### src/rtl/pipelined_carry_bypass_adder.sv
// Pipelined add/subtract unit built from carry-bypass groups. The carry chain is cut into
// STAGES registered segments. Operands are skewed on the way in and sums are deskewed on the way out.
module pipelined_carry_bypass_adder #(
  parameter int WIDTH  = 32,
  parameter int STAGES = 4,
  parameter int BLOCK  = 4
) (
  input  logic             clk,
  input  logic             rst,
  input  logic             in_valid,
  output logic             in_ready,
  input  logic [WIDTH-1:0] a,
  input  logic [WIDTH-1:0] b,
  input  logic             cin,
  input  logic             sub,
  output logic             out_valid,
  input  logic             out_ready,
  output logic [WIDTH-1:0] sum,
  output logic             cout,
  output logic             ovf
);

  localparam int SEG     = WIDTH / STAGES;
  localparam int NBLK    = SEG / BLOCK;
  localparam int NSM     = STAGES * (STAGES + 1) / 2;
  localparam int NOP_RAW = STAGES * (STAGES - 1) / 2;
  localparam int NOP     = (NOP_RAW > 0) ? NOP_RAW : 1;

  // Triangular storage: stage st keeps finished sum segments 0..st and pending operand segments st+1..STAGES-1.
  function automatic int sm_idx(input int st, input int sg);
    return st * (st + 1) / 2 + sg;
  endfunction

  function automatic int op_idx(input int st, input int sg);
    return st * (STAGES - 1) - st * (st - 1) / 2 + (sg - st - 1);
  endfunction

  function automatic logic [SEG:0] seg_add(input logic [SEG-1:0] x, input logic [SEG-1:0] y,
                                           input logic ci);
    logic [SEG-1:0] s;
    logic           c;
    logic           c_blk;
    logic           p;
    logic           p_all;
    s     = '0;
    c     = ci;
    c_blk = 1'b0;
    p     = 1'b0;
    p_all = 1'b0;
    for (int blk = 0; blk < NBLK; blk++) begin
      c_blk = c;
      p_all = 1'b1;
      for (int i = 0; i < BLOCK; i++) begin
        p                = x[blk*BLOCK+i] ^ y[blk*BLOCK+i];
        s[blk*BLOCK+i]   = p ^ c;
        c                = (x[blk*BLOCK+i] & y[blk*BLOCK+i]) | (p & c);
        p_all            = p_all & p;
      end
      // A fully propagating group passes its carry-in straight through.
      c = p_all ? c_blk : c;
    end
    return {c, s};
  endfunction

  logic             advance_s;
  logic [WIDTH-1:0] b_eff_s;
  logic             c0_s;
  logic             src_valid_s [STAGES];
  logic [SEG-1:0]   xa_s        [STAGES];
  logic [SEG-1:0]   xb_s        [STAGES];
  logic             xc_s        [STAGES];
  logic [SEG:0]     res_s       [STAGES];

  logic             val_r [STAGES];
  logic             car_r [STAGES];
  logic [SEG-1:0]   sm_r  [NSM];
  logic [SEG-1:0]   opa_r [NOP];
  logic [SEG-1:0]   opb_r [NOP];
  logic             ovf_r;

  assign advance_s = !val_r[STAGES-1] || out_ready;
  assign in_ready  = advance_s;
  assign b_eff_s   = sub ? ~b : b;
  assign c0_s      = sub ? 1'b1 : cin;

  for (genvar k = 0; k < STAGES; k++) begin : g_stage
    if (k == 0) begin : g_head
      assign src_valid_s[k] = in_valid;
      assign xa_s[k]        = a[SEG-1:0];
      assign xb_s[k]        = b_eff_s[SEG-1:0];
      assign xc_s[k]        = c0_s;
    end else begin : g_body
      assign src_valid_s[k] = val_r[k-1];
      assign xa_s[k]        = opa_r[op_idx(k-1, k)];
      assign xb_s[k]        = opb_r[op_idx(k-1, k)];
      assign xc_s[k]        = car_r[k-1];
    end

    assign res_s[k] = seg_add(xa_s[k], xb_s[k], xc_s[k]);

    // Stage valid, stage carry-out and this stage's own sum segment.
    always_ff @(posedge clk or posedge rst) begin
      if (rst) begin
        val_r[k]            <= 1'b0;
        car_r[k]            <= 1'b0;
        sm_r[sm_idx(k, k)]  <= '0;
      end else if (advance_s) begin
        val_r[k] <= src_valid_s[k];
        if (src_valid_s[k]) begin
          car_r[k]           <= res_s[k][SEG];
          sm_r[sm_idx(k, k)] <= res_s[k][SEG-1:0];
        end
      end
    end

    for (genvar j = 0; j < STAGES; j++) begin : g_seg
      if (j < k) begin : g_deskew
        always_ff @(posedge clk or posedge rst) begin
          if (rst) begin
            sm_r[sm_idx(k, j)] <= '0;
          end else if (advance_s && src_valid_s[k]) begin
            sm_r[sm_idx(k, j)] <= sm_r[sm_idx(k-1, j)];
          end
        end
      end else if (j > k) begin : g_skew
        if (k == 0) begin : g_load
          always_ff @(posedge clk or posedge rst) begin
            if (rst) begin
              opa_r[op_idx(k, j)] <= '0;
              opb_r[op_idx(k, j)] <= '0;
            end else if (advance_s && src_valid_s[k]) begin
              opa_r[op_idx(k, j)] <= a[j*SEG +: SEG];
              opb_r[op_idx(k, j)] <= b_eff_s[j*SEG +: SEG];
            end
          end
        end else begin : g_shift
          always_ff @(posedge clk or posedge rst) begin
            if (rst) begin
              opa_r[op_idx(k, j)] <= '0;
              opb_r[op_idx(k, j)] <= '0;
            end else if (advance_s && src_valid_s[k]) begin
              opa_r[op_idx(k, j)] <= opa_r[op_idx(k-1, j)];
              opb_r[op_idx(k, j)] <= opb_r[op_idx(k-1, j)];
            end
          end
        end
      end
    end
  end

  // Overflow: carry into the MSB (recovered as x^y^s there) xor the final carry-out.
  always_ff @(posedge clk or posedge rst) begin
    if (rst) begin
      ovf_r <= 1'b0;
    end else if (advance_s && src_valid_s[STAGES-1]) begin
      ovf_r <= xa_s[STAGES-1][SEG-1] ^ xb_s[STAGES-1][SEG-1] ^
               res_s[STAGES-1][SEG-1] ^ res_s[STAGES-1][SEG];
    end
  end

  always_comb begin
    sum = '0;
    for (int j = 0; j < STAGES; j++) begin
      sum[j*SEG +: SEG] = sm_r[sm_idx(STAGES-1, j)];
    end
  end

  assign out_valid = val_r[STAGES-1];
  assign cout      = car_r[STAGES-1];
  assign ovf       = ovf_r;

endmodule

### config.mk
export PLATFORM = sky130hd
export DESIGN_NAME = pipelined_carry_bypass_adder
export DESIGN_NICKNAME = d
export VERILOG_FILES = /design/src/rtl/pipelined_carry_bypass_adder.sv
export SDC_FILE = /design/constraint.sdc
export NUM_CORES = 1
export LEC_CHECK = 0
export CORE_ASPECT_RATIO = 1.75
export CORE_MARGIN = 2
export CORE_UTILIZATION = 55
export CTS_CLUSTER_DIAMETER = 200
export DETAILED_ROUTE_END_ITERATION = 12
export PLACE_DENSITY = 0.77
export SYNTH_ARGS = -nofsm -noshare
export SYNTH_HDL_FRONTEND = slang
export SYNTH_SLANG_ARGS = --single-unit
### constraint.sdc
create_clock -name clk -period 6.68 [get_ports clk]
set_clock_uncertainty 0.2 [all_clocks]
set_input_delay 1.002 -clock clk [delete_from_list [all_inputs] [get_ports clk]]
set_output_delay 1.002 -clock clk [all_outputs]
set_load 0.02 [all_outputs]
# [Yosys cells after proc, flatten, opt, wreduce, memory -nomap -nowiden]
# Index checks and enable logic that the tools add are counted.
[word_totals] ff_bits=185 output_inout_bits=36 word_cells=238
[classes] muxes=10 bitwise=187 n_reduce_logical=10
[ops] operator="AND 1 bit" n=88
[ops] operator="XOR 1 bit" n=66
[ops] operator="2-to-1 mux 32 bit" n=1
[ops] operator="inverter 32 bit" n=1
[ops] operator="bitwise OR 1 bit" n=32
[ops] operator="2-to-1 mux 1 bit" n=9
[ops] operator="AND reduction 2 bit" n=4
[ops] operator="logical AND 1 bit" n=4
[ops] operator="zero test 1 bit" n=1
[ops] operator="logical OR 1 bit" n=1

# [Longest topological paths before layout]
[logic_depth] depth_word=21 ltp_mapped=16 mapped_depth_nobuf=16

# [Least setup slack after synthesis]
# Ideal clock, no wire load.
[synth_timing] kind="input-to-reg" from="input sub" to="register sm_r[79] in the netlist's numbering" arrival_ps=5293 t_required_ps=6355 path_slack_ps=1062 path_stages=15 path_buffers=2 cell_sequence="buf_2 buf_4 xor2_1 inv_1 fa_1 fa_1 fa_1 fa_1 mux2_2 fa_1 fa_1 fa_1 inv_1 fa_1 mux2_4"
[synth_rtl] element="from (decl)" line_no="15" rtl="input logic sub,"
[synth_rtl] element="to (signal, indexed assignment)" line_no="111" rtl="sm_r[sm_idx(k, k)] <= res_s[k][SEG-1:0];"
[synth_rtl] element="to (decl)" line_no="76" rtl="logic [SEG-1:0] sm_r [NSM];"

==> flow_summary_export.csv <==
group,metric,value,unit
synthesis,synthDistinctLibCells,24,
synthesis,yosys-top-cells-count,"dfrtp_1, mux2_4, nand2_1",
global_route,grt_pass1_wl,26700,um
power,power_frac_seq,38.4,%
worst_hold_path,min-delay-path-class,"reg -> reg",
power,power_frac_clock,19.8,%
worst_setup_path,startpoint,"b[0]",
worst_setup_path,path_common_cell,"fa_1",
synthesis,synth-edff-count,0,
clocking,h-tree-depth,4,
synthesis,syn_nets,768,
layout,nets,838,
global_route,grt_use_total,19.5,%
sta,period_share,82.1,%
floorplanning,die_w,102,um
power,switching_share,33.2,%
power,p_leak,5.14,nW
power,internal_power,3.51,mW
layout,diodes,0,
worst_setup_path,crit_path_top_delay_cell,"clkdlybuf4s50_1",
clocking,cts-resized-gates,0,
sta,relSlewSlack,42.6,%
sta,setup_violations,0,
sta,slew_viol_final,0,
clocking,clk_pin_slew,0.07,ns
global_route,grt_pass1_vias,5161,
sta,finalSetupTns,0,ns
power,ir_drop,0.243,mV
clocking,cts_tree,"built",
clocking,postCtsHoldBufs,0,
floorplanning,std_cell_rows,63,
sta,max_slew.worst_pin.slew,0.861,ns
global_route,grt_max_degree,100,
global_route,antenna_found_initial,0,
layout,drive_gt1_share,25.7,%
worst_setup_path,crit_family,"adder cells",
sta,fmax,182,MHz
worst_setup_path,cp_slowest_stage_delay,0.47,ns
layout,stdcell_area,10700,um2
drt,drc_errors,0,
worst_setup_path,crit_fanout,2,
power,power.total,5.25,mW
worst_setup_path,startpoint_type,"input port",
synthesis,syn-mean-instance-area,14.7,um2
worst_hold_path,hp-start,"sm_r[78]$_DFFE_PP0P_",
worst_setup_path,critPathArrivalTime,5.60,ns
floorplanning,initial_core_util,55.5,%
synthesis,synth.top_cell.area_share,49.7,%
drt,via_count,4675,
synthesis,yosysMostFrequentCell,"dfrtp_1",
clocking,cts_buffer_depth,2,
sta,grt_setup_unrepaired,"false",
power,p_comb_share,41.7,%
place,dp_hpwl,11100,um
clocking,post_cts_buffers,0,
power,switching_power,1.75,mW
synthesis,synthCells,634,
floorplanning,fp.dieH,176,um
synthesis,yosysTopAreaCell,"dfrtp_1",
place,portBuffers,105,
worst_setup_path,worst_setup_path_end_kind,"flip-flop",
synthesis,ys_warn_count,0,
place,place_congestion,0.785,
power,power_density,489,nW/um2
synthesis,ys_ff_latch,185,
synthesis,syn_area,9320,um2
synthesis,synth_area_leaders,"dfrtp_1, mux2_4, fa_1",
synthesis,synth-async-reset-ratio,100,%
floorplanning,die_area,18000,um2
clocking,cts_buffers,17,
worst_setup_path,r2r_start,"opa_r[0]$_DFFE_PP0P_",
global_route,overflow,0,
drt,ant_nets,0,
sta,layout_min_cycle_time,5.48,ns
place,place_area,10100,um2
floorplanning,coreArea,16800,um2
clocking,insertion_delay,0.43,ns
layout,area_growth,15.4,%
drt,first_pass_iters,4,
flow_run,maxCapViolCount,0,
worst_setup_path,crit_buf_inv,3,
drt,drt-total-wl,15900,um
clocking,clock-sinks,185,
floorplanning,ios,106,
drt,routed_via_density,4.95,
clocking,cts-root-buf,"clkbuf_16",
status,status,"completed",
worst_setup_path,required,6.80,ns
sta,final_hold_viol_count,0,
drt,drtIter0Drc,149,
worst_setup_path,path_class,"in -> reg",
drt,routedWlPerCell,16.8,um
synthesis,ys_seq_area_share,49.7,%
worst_setup_path,timing.critical_path.cells,"clkdlybuf4s50_1, xor2_1, inv_1, fa_1, fa_1, fa_1, fa_1, mux2_2, fa_1, fa_1, fa_1, inv_1, fa_1, mux2_4",
synthesis,synthFlopType,"dfrtp_1",
==> cells by family after synthesis <==
| logic type | synth area share, % |
|---|---|
| buffers and inverters | 7.45 |
| multiplexers | 22.3 |
| flip-flops | 49.7 |
| XOR/XNOR | 3.20 |
| AO/OA/AOI/OAI | 2.50 |
| adder cells (fa/ha/maj) | 11.2 |
| AND/OR/NAND/NOR | 3.71 |
==> through the flow <==
stage          hold slack (ns)  cells  utilization (%)  setup slack, ns
3_3_place_gp             0.261    912             60.4            0.853
4_1_cts                  0.287    944             64.0             1.17
3_5_place_dp             0.270    912             60.4            0.712
5_1_grt                  0.307    944             64.0            0.994
2_1_floorplan            0.246    634                -            0.449
6_report                 0.283    944             64.0             1.20
==> tightest hold or removal path: cells and delay by family (launching register included) <==
kind               cells  cell delay (ns)
DFF                    1             0.34
AOI/OAI and AO/OA      1             0.06
and+or+nand+nor        1             0.05
==> power groups by stage <==
stage          logic (mW)  clock network, mW  registers (mW)
5_1_grt              2.40               1.11            2.09
3_3_place_gp         2.10                  0            2.00
2_1_floorplan        1.89                  0            1.92
3_5_place_dp         2.21                  0            2.04
6_report             2.19               1.04            2.02
4_1_cts              2.23               1.06            2.03
==> state kept, by name, summed over array words and instances, names as in the netlist <==
signal       count
car_r            3
cout             1
opa_r           48
opb_r           48
out_valid        1
ovf              1
sm_r            48
src_valid_s      3
sum             32
==> layout make-up <==
cell class,count,area [um2]
fill,1239,6040
sequential,185,4630
multi-input combinational,353,3990
timing repair buffer,108,1070
clock buffer,18,439
tap,227,284
clock inverter,14,175
inverter,39,159
==> placed cells by master (no fill, tap or decap), drive strengths merged <==
master           n
ha              32
clkdlybuf4s50  104
inv             45
xor2            10
nor2             4
nand2           52
o21ai           40
nand4            8
mux2           141
nor2b            1
clkbuf          18
clkinv           4
a21oi            5
fa              32
a211oi           1
buf              4
xnor2           24
nand2b           1
mux2i            2
bufinv           2
dfrtp          185
clkinvlp         2
==> worst paths after layout <==
| kind | depth (start not counted) | slack [ns] | endpoint |
|---|---|---|---|
| max in group asynchronous | 3 | 4.20 | opa_r[17]$_DFFE_PP0P_ |
| setup reg to reg | 16 | 1.97 | ovf$_DFFE_PP0P_ |
| hold / removal | 2 | 0.28 | sm_r[78]$_DFFE_PP0P_ |
| setup / recovery | 14 | 1.20 | sm_r[79]$_DFFE_PP0P_ |
| hold reg to reg | 2 | 0.28 | sm_r[78]$_DFFE_PP0P_ |
| min in group asynchronous | 2 | 0.88 | sum[1]$_DFFE_PP0P_ |
==> routing by layer <==
metal	part of all wire [%]	global-route usage, %	up-vias	wire, um
met3	2.6	3.60	15	416
met4	1.5	6.06	0	246
met2	55	34.1	83	8760
met5	0	0	-	0
met1	41	24.1	2375	6470
li1	-	-	2202	-
Power figures use the tool's default switching activity.
